File: config.mk
export PLATFORM = sky130hd
export DESIGN_NAME = fa_bist_ctrl
export DESIGN_NICKNAME = d
export VERILOG_FILES = /design/src/rtl/fa_bist_ctrl.sv
export SDC_FILE = /design/constraint.sdc
export NUM_CORES = 1
export LEC_CHECK = 0
export ABC_AREA = 1
export CORE_MARGIN = 5
export CORE_UTILIZATION = 54
export CTS_CLUSTER_DIAMETER = 40
export DETAILED_ROUTE_END_ITERATION = 16
export GPL_TIMING_DRIVEN = 0
export PLACE_DENSITY = 0.83
export SKIP_LAST_GASP = 1
export SLEW_MARGIN = 40
export SYNTH_ARGS = -nofsm -noshare
export SYNTH_HDL_FRONTEND = slang
export SYNTH_SLANG_ARGS = --single-unit
File: constraint.sdc
create_clock -name clk -period 3.37 [get_ports clk]
set_input_delay 1.011 -clock clk [delete_from_list [all_inputs] [get_ports clk]]
set_output_delay 1.011 -clock clk [all_outputs]
set_load 0.02 [all_outputs]
File: src/rtl/fa_bist_ctrl.sv
`timescale 1ns/1ps
// ---------------------------------------------------------------------------
// fa_bist_ctrl
// Built-in self-test sequencer for a single-bit full adder. A run applies the
// eight input vectors {a,b,cin} = 0..7 in order. Each vector is held for
// SETTLE cycles and the adder outputs are then compared against the ideal
// full-adder response for one cycle. Mismatches are counted and reported as
// they happen, and a pass/fail verdict is published at the end of the run.
//
// Parameters
//   SETTLE          cycles between applying a vector and sampling (1..15)
//
// Ports
//   clk             single clock, rising edge
//   rst             synchronous, active-high reset
//   start           request a run; honoured only when idle or finishing
//   dut_sum         sum output of the adder under test
//   dut_cout        carry output of the adder under test
//   tst_a/b/cin     registered stimulus; 000 whenever no run is active
//   busy            high while vectors are being applied and checked
//   done            one-cycle pulse following the last busy cycle
//   pass            verdict of the last completed run (1 = clean)
//   fail_cnt        mismatched vectors in the current/last run (0..8)
//   first_fail_vec  index of the first mismatched vector of the run
//   err_valid       one-cycle pulse per mismatch
//   err_vec         index of the mismatched vector while err_valid is high
// ---------------------------------------------------------------------------
module fa_bist_ctrl #(
    parameter int SETTLE = 1
) (
    input  logic       clk,
    input  logic       rst,
    input  logic       start,
    input  logic       dut_sum,
    input  logic       dut_cout,
    output logic       tst_a,
    output logic       tst_b,
    output logic       tst_cin,
    output logic       busy,
    output logic       done,
    output logic       pass,
    output logic [3:0] fail_cnt,
    output logic [2:0] first_fail_vec,
    output logic       err_valid,
    output logic [2:0] err_vec
);

    typedef enum logic [1:0] {
        S_IDLE  = 2'd0,
        S_WAIT  = 2'd1,
        S_CHECK = 2'd2,
        S_DONE  = 2'd3
    } state_t;

    // Terminal count of the settle counter; the counter starts at 0 on
    // entry to WAIT, so WAIT lasts exactly SETTLE cycles.
    localparam logic [3:0] SETTLE_LAST = 4'(SETTLE - 1);

    state_t     state_q, state_d;
    logic [2:0] vec_q, vec_d;
    logic [3:0] cnt_q, cnt_d;
    logic [3:0] fail_cnt_q, fail_cnt_d;
    logic [2:0] first_fail_q, first_fail_d;
    logic       pass_q, pass_d;
    logic       err_valid_q, err_valid_d;
    logic [2:0] err_vec_q, err_vec_d;

    logic       start_run;
    logic       exp_sum;
    logic       exp_cout;
    logic       mismatch;
    logic [3:0] fail_cnt_nxt;

    // Ideal full-adder response for the vector currently applied.
    always_comb begin
        exp_sum  = vec_q[2] ^ vec_q[1] ^ vec_q[0];
        exp_cout = (vec_q[2] & vec_q[1]) | (vec_q[2] & vec_q[0]) |
                   (vec_q[1] & vec_q[0]);
    end

    always_comb begin
        start_run    = start && ((state_q == S_IDLE) || (state_q == S_DONE));
        mismatch     = (state_q == S_CHECK) &&
                       ((dut_sum != exp_sum) || (dut_cout != exp_cout));
        fail_cnt_nxt = mismatch ? (fail_cnt_q + 4'd1) : fail_cnt_q;
    end

    // ---------------- state register ----------------
    always_ff @(posedge clk) begin
        if (rst) begin
            state_q <= S_IDLE;
        end else begin
            state_q <= state_d;
        end
    end

    // ---------------- next-state logic ----------------
    always_comb begin
        state_d = state_q;
        case (state_q)
            S_IDLE:  if (start) state_d = S_WAIT;
            S_WAIT:  if (cnt_q == SETTLE_LAST) state_d = S_CHECK;
            S_CHECK: state_d = (vec_q == 3'd7) ? S_DONE : S_WAIT;
            S_DONE:  state_d = start ? S_WAIT : S_IDLE;
            default: state_d = S_IDLE;
        endcase
    end

    // ---------------- datapath next values ----------------
    always_comb begin
        vec_d        = vec_q;
        cnt_d        = cnt_q;
        fail_cnt_d   = fail_cnt_q;
        first_fail_d = first_fail_q;
        pass_d       = pass_q;
        err_valid_d  = mismatch;
        err_vec_d    = mismatch ? vec_q : 3'd0;

        if (start_run) begin
            // Fresh run: vector 0 goes out on the same edge as the state
            // change, and results of the previous run are discarded.
            vec_d        = 3'd0;
            cnt_d        = 4'd0;
            fail_cnt_d   = 4'd0;
            first_fail_d = 3'd0;
            pass_d       = 1'b0;
        end else begin
            case (state_q)
                S_WAIT: begin
                    cnt_d = cnt_q + 4'd1;
                end
                S_CHECK: begin
                    fail_cnt_d = fail_cnt_nxt;
                    if (mismatch && (fail_cnt_q == 4'd0)) begin
                        first_fail_d = vec_q;
                    end
                    cnt_d = 4'd0;
                    if (vec_q == 3'd7) begin
                        // Stimulus returns to 000 for DONE; the verdict
                        // already includes the last vector's result.
                        vec_d  = 3'd0;
                        pass_d = (fail_cnt_nxt == 4'd0);
                    end else begin
                        vec_d = vec_q + 3'd1;
                    end
                end
                default: begin
                    vec_d = 3'd0;
                end
            endcase
        end
    end

    always_ff @(posedge clk) begin
        if (rst) begin
            vec_q        <= 3'd0;
            cnt_q        <= 4'd0;
            fail_cnt_q   <= 4'd0;
            first_fail_q <= 3'd0;
            pass_q       <= 1'b0;
            err_valid_q  <= 1'b0;
            err_vec_q    <= 3'd0;
        end else begin
            vec_q        <= vec_d;
            cnt_q        <= cnt_d;
            fail_cnt_q   <= fail_cnt_d;
            first_fail_q <= first_fail_d;
            pass_q       <= pass_d;
            err_valid_q  <= err_valid_d;
            err_vec_q    <= err_vec_d;
        end
    end

    // ---------------- output logic ----------------
    always_comb begin
        busy = (state_q == S_WAIT) || (state_q == S_CHECK);
        done = (state_q == S_DONE);
    end

    assign tst_a          = vec_q[2];
    assign tst_b          = vec_q[1];
    assign tst_cin        = vec_q[0];
    assign pass           = pass_q;
    assign fail_cnt       = fail_cnt_q;
    assign first_fail_vec = first_fail_q;
    assign err_valid      = err_valid_q;
    assign err_vec        = err_vec_q;

endmodule

==> impl_metrics.json, run 1 <==
{
  "status": "finished, final reports clean",
  "dieHeight_um": 55.29,
  "grt_pass1_wl_mm": 3.995,
  "cp-end-kind": "primary output",
  "worstPathArrival_ps": 1970,
  "finalHoldViolCount": 0,
  "slowest_stage": "clkdlybuf4s50_1",
  "yosys_warnings": 0,
  "gp_congestion": 0.8038,
  "pre_cts_ws_ps": 748.5,
  "gr-total-overflow": 0,
  "wire_per_inst_um": 11.42,
  "clockRootBuffer": "clkbuf_4",
  "synth_nets": 162,
  "power_density_nw_per_um2": 428.1,
  "portBuffers": 21,
  "crit_type": "reg -> out",
  "postCtsSetupRepairBufs": 0,
  "die_area_um2": 3056,
  "cts.sinks": 21,
  "io_pins": 22,
  "total_power_mw": 0.5913,
  "drive_gt1_share_pct": 8.824,
  "whs_ps": 455.6,
  "final_common_cell": "nand2_1",
  "worst_pin_slew_ps": 276.4,
  "final-setup-viol-count": 0,
  "peakVddDrop_mv": 0.2504,
  "syn_to_final_growth_pct": 24.75,
  "dp_hpwl_mm": 1.798,
  "grt_max_degree": 14,
  "cp_slowest_stage_delay_ps": 660,
  "relSlewSlack_pct": 81.40,
  "crit_required_ps": 2360,
  "die_w_um": 55.29,
  "synthesis.area_um2": 1107,
  "ys_seq_area_share_pct": 37.97,
  "final_cell_mix": "nand2_1, inv_1, dfxtp_1, clkdlybuf4s50_1, a21oi_1",
  "clock_latency_ps": 310,
  "rows": 16,
  "core_area_um2": 1962,
  "antenna_found_initial": 0,
  "grt_pass1_vias": 967,
  "startpoint_type": "register",
  "period_share_pct": 88.36,
  "leakagePower_nw": 0.5786,
  "syn_inst": 145,
  "cts_tree": "yes",
  "crit_chain": "inv_1 -> ha_1 -> clkdlybuf4s50_1",
  "route.detailed.drc": 0,
  "vias": 987,
  "fill_cells": 176,
  "synth.distinct_cells": 22,
  "finalCriticalPeriod_ps": 2978,
  "rsz0062_at_grt": "false",
  "firstDrtPassIters": 4,
  "setup_ws_ps": 392.3,
  "cap_viol_max_count": 0,
  "h-tree-depth": 1,
  "report.final.slew_viol_count": 0,
  "numCtsBuffers": 3,
  "routed_wl_mm": 2.249,
  "fin_setup_tns_ps": 0,
  "synth-seq-cells": 21,
  "syn_avg_cell_area_um2": 7.637,
  "nets": 188,
  "postRouteAntennaNets": 0,
  "fmax_mhz": 335.8,
  "grt_usage_pct": 15.76,
  "cts-hold-fix-buffers": 0,
  "drt-vias-per-instance": 5.010,
  "diodes": 0,
  "cts_max_path_buffers": 2,
  "post_cts_resized": 0,
  "crit_fanout": 7,
  "placed_cells": 193,
  "first_iter_violations": 24,
  "finalClockSkew_ps": 4.116,
  "clk_pin_slew_ps": 120,
  "min_path_type": "reg -> reg",
  "initial_core_util_pct": 56.44,
  "fin_cells": 197
}
## cell type report
class	count	area (um2)	share of cell area, %
Inverter	26	97.59	7.065
Clock buffer	3	22.52	1.630
Sequential cell	21	420.4	30.43
Buffer	1	7.507	0.5435
Tap cell	27	33.78	2.446
Timing Repair Buffer	21	210.2	15.22
Clock inverter	1	7.507	0.5435
Multi-Input combinational cell	97	581.8	42.12
## per-layer routing
layer  part of all wire [%]  wire length [um]  track usage, %  vias to the layer above
met2                     49              1111           26.86                       27
met5                      0                 0               0                        -
met3                    3.7                83           3.963                        7
met1                     45              1008           18.22                      438
met4                    2.0                45           7.639                        0
li1                       -                 -               -                      515
## flip-flops by register name (all words and copies together), names as in the netlist
name            count
cnt_q               4
fail_cnt            4
err_vec             3
first_fail_vec      3
vec_q               3
state_q             2
err_valid           1
pass                1
## through the flow
| step | utilization [%] | cell area (um2) |
|---|---|---|
| 4_1_cts | 70.41 | 1381 |
| 3_3_place_gp | 68.88 | 1351 |
| 5_1_grt | 70.41 | 1381 |
| 3_5_place_dp | 68.88 | 1351 |
| 2_1_floorplan | - | 1107 |
| 6_report | 70.41 | 1381 |
## cells in the mapped netlist
cell type / n / area share [%]
ha_1: 11 / 12
o21ai_1: 1 / 0.45
nand4_1: 2 / 1.1
buf_4: 1 / 0.68
nand2_2: 4 / 2.3
nor4_1: 1 / 0.57
o21ai_0: 7 / 3.2
a21oi_2: 1 / 0.79
nor2_2: 1 / 0.57
dfxtp_1: 21 / 38
nand2_1: 26 / 8.8
nor3_1: 1 / 0.45
xor2_1: 1 / 0.79
inv_2: 1 / 0.34
nand2_4: 2 / 2.0
a21oi_4: 1 / 1.5
a21oi_1: 16 / 7.2
fa_1: 1 / 1.8
inv_1: 25 / 8.5
a22oi_1: 1 / 0.68
nor2_1: 10 / 3.4
nand3_1: 10 / 4.5
## worst max-delay path: cells and delay by family (launching register included)
family                     cells  cell delay [ps]
DFF                            1              450
adders and majority gates      1              430
buffers and inverters          2              770
## kinds of logic after synthesis
logic type               count (synthesis)  synth area share [%]
adder cells (fa/ha/maj)                 12                 14.24
buffers and inverters                   27                 9.491
AO/OA/AOI/OAI                           27                 13.79
flip-flops                              21                 37.97
XOR/XNOR                                 1                0.7911
AND/OR/NAND/NOR                         57                 23.73
## where the power goes
part | switching, mW | internal, mW | leakage [nW]
logic | 0.114 | 0.0706 | 0.395
clock network | 0.0815 | 0.0453 | 0.0139
registers | 0.0164 | 0.264 | 0.170
total | 0.212 | 0.379 | 0.579
## final timing paths
kind / from / end / slack, ps / depth (start not counted)
setup / recovery: state_q[0] / busy / 390 / 3
hold / removal: first_fail_vec[1] / first_fail_vec[1] / 460 / 2
setup reg to reg: vec_q[2] / first_fail_vec[1] / 1360 / 9
hold reg to reg: first_fail_vec[1] / first_fail_vec[1] / 460 / 2
(Power assumes the default switching activity.)
==> inputs of run 2 (changes only) <==
SETUP_SLACK_MARGIN = 0.3   (was not set)
==> results of run 2 <==
The final DEF is identical to that of run 1; final timing and power are the same.
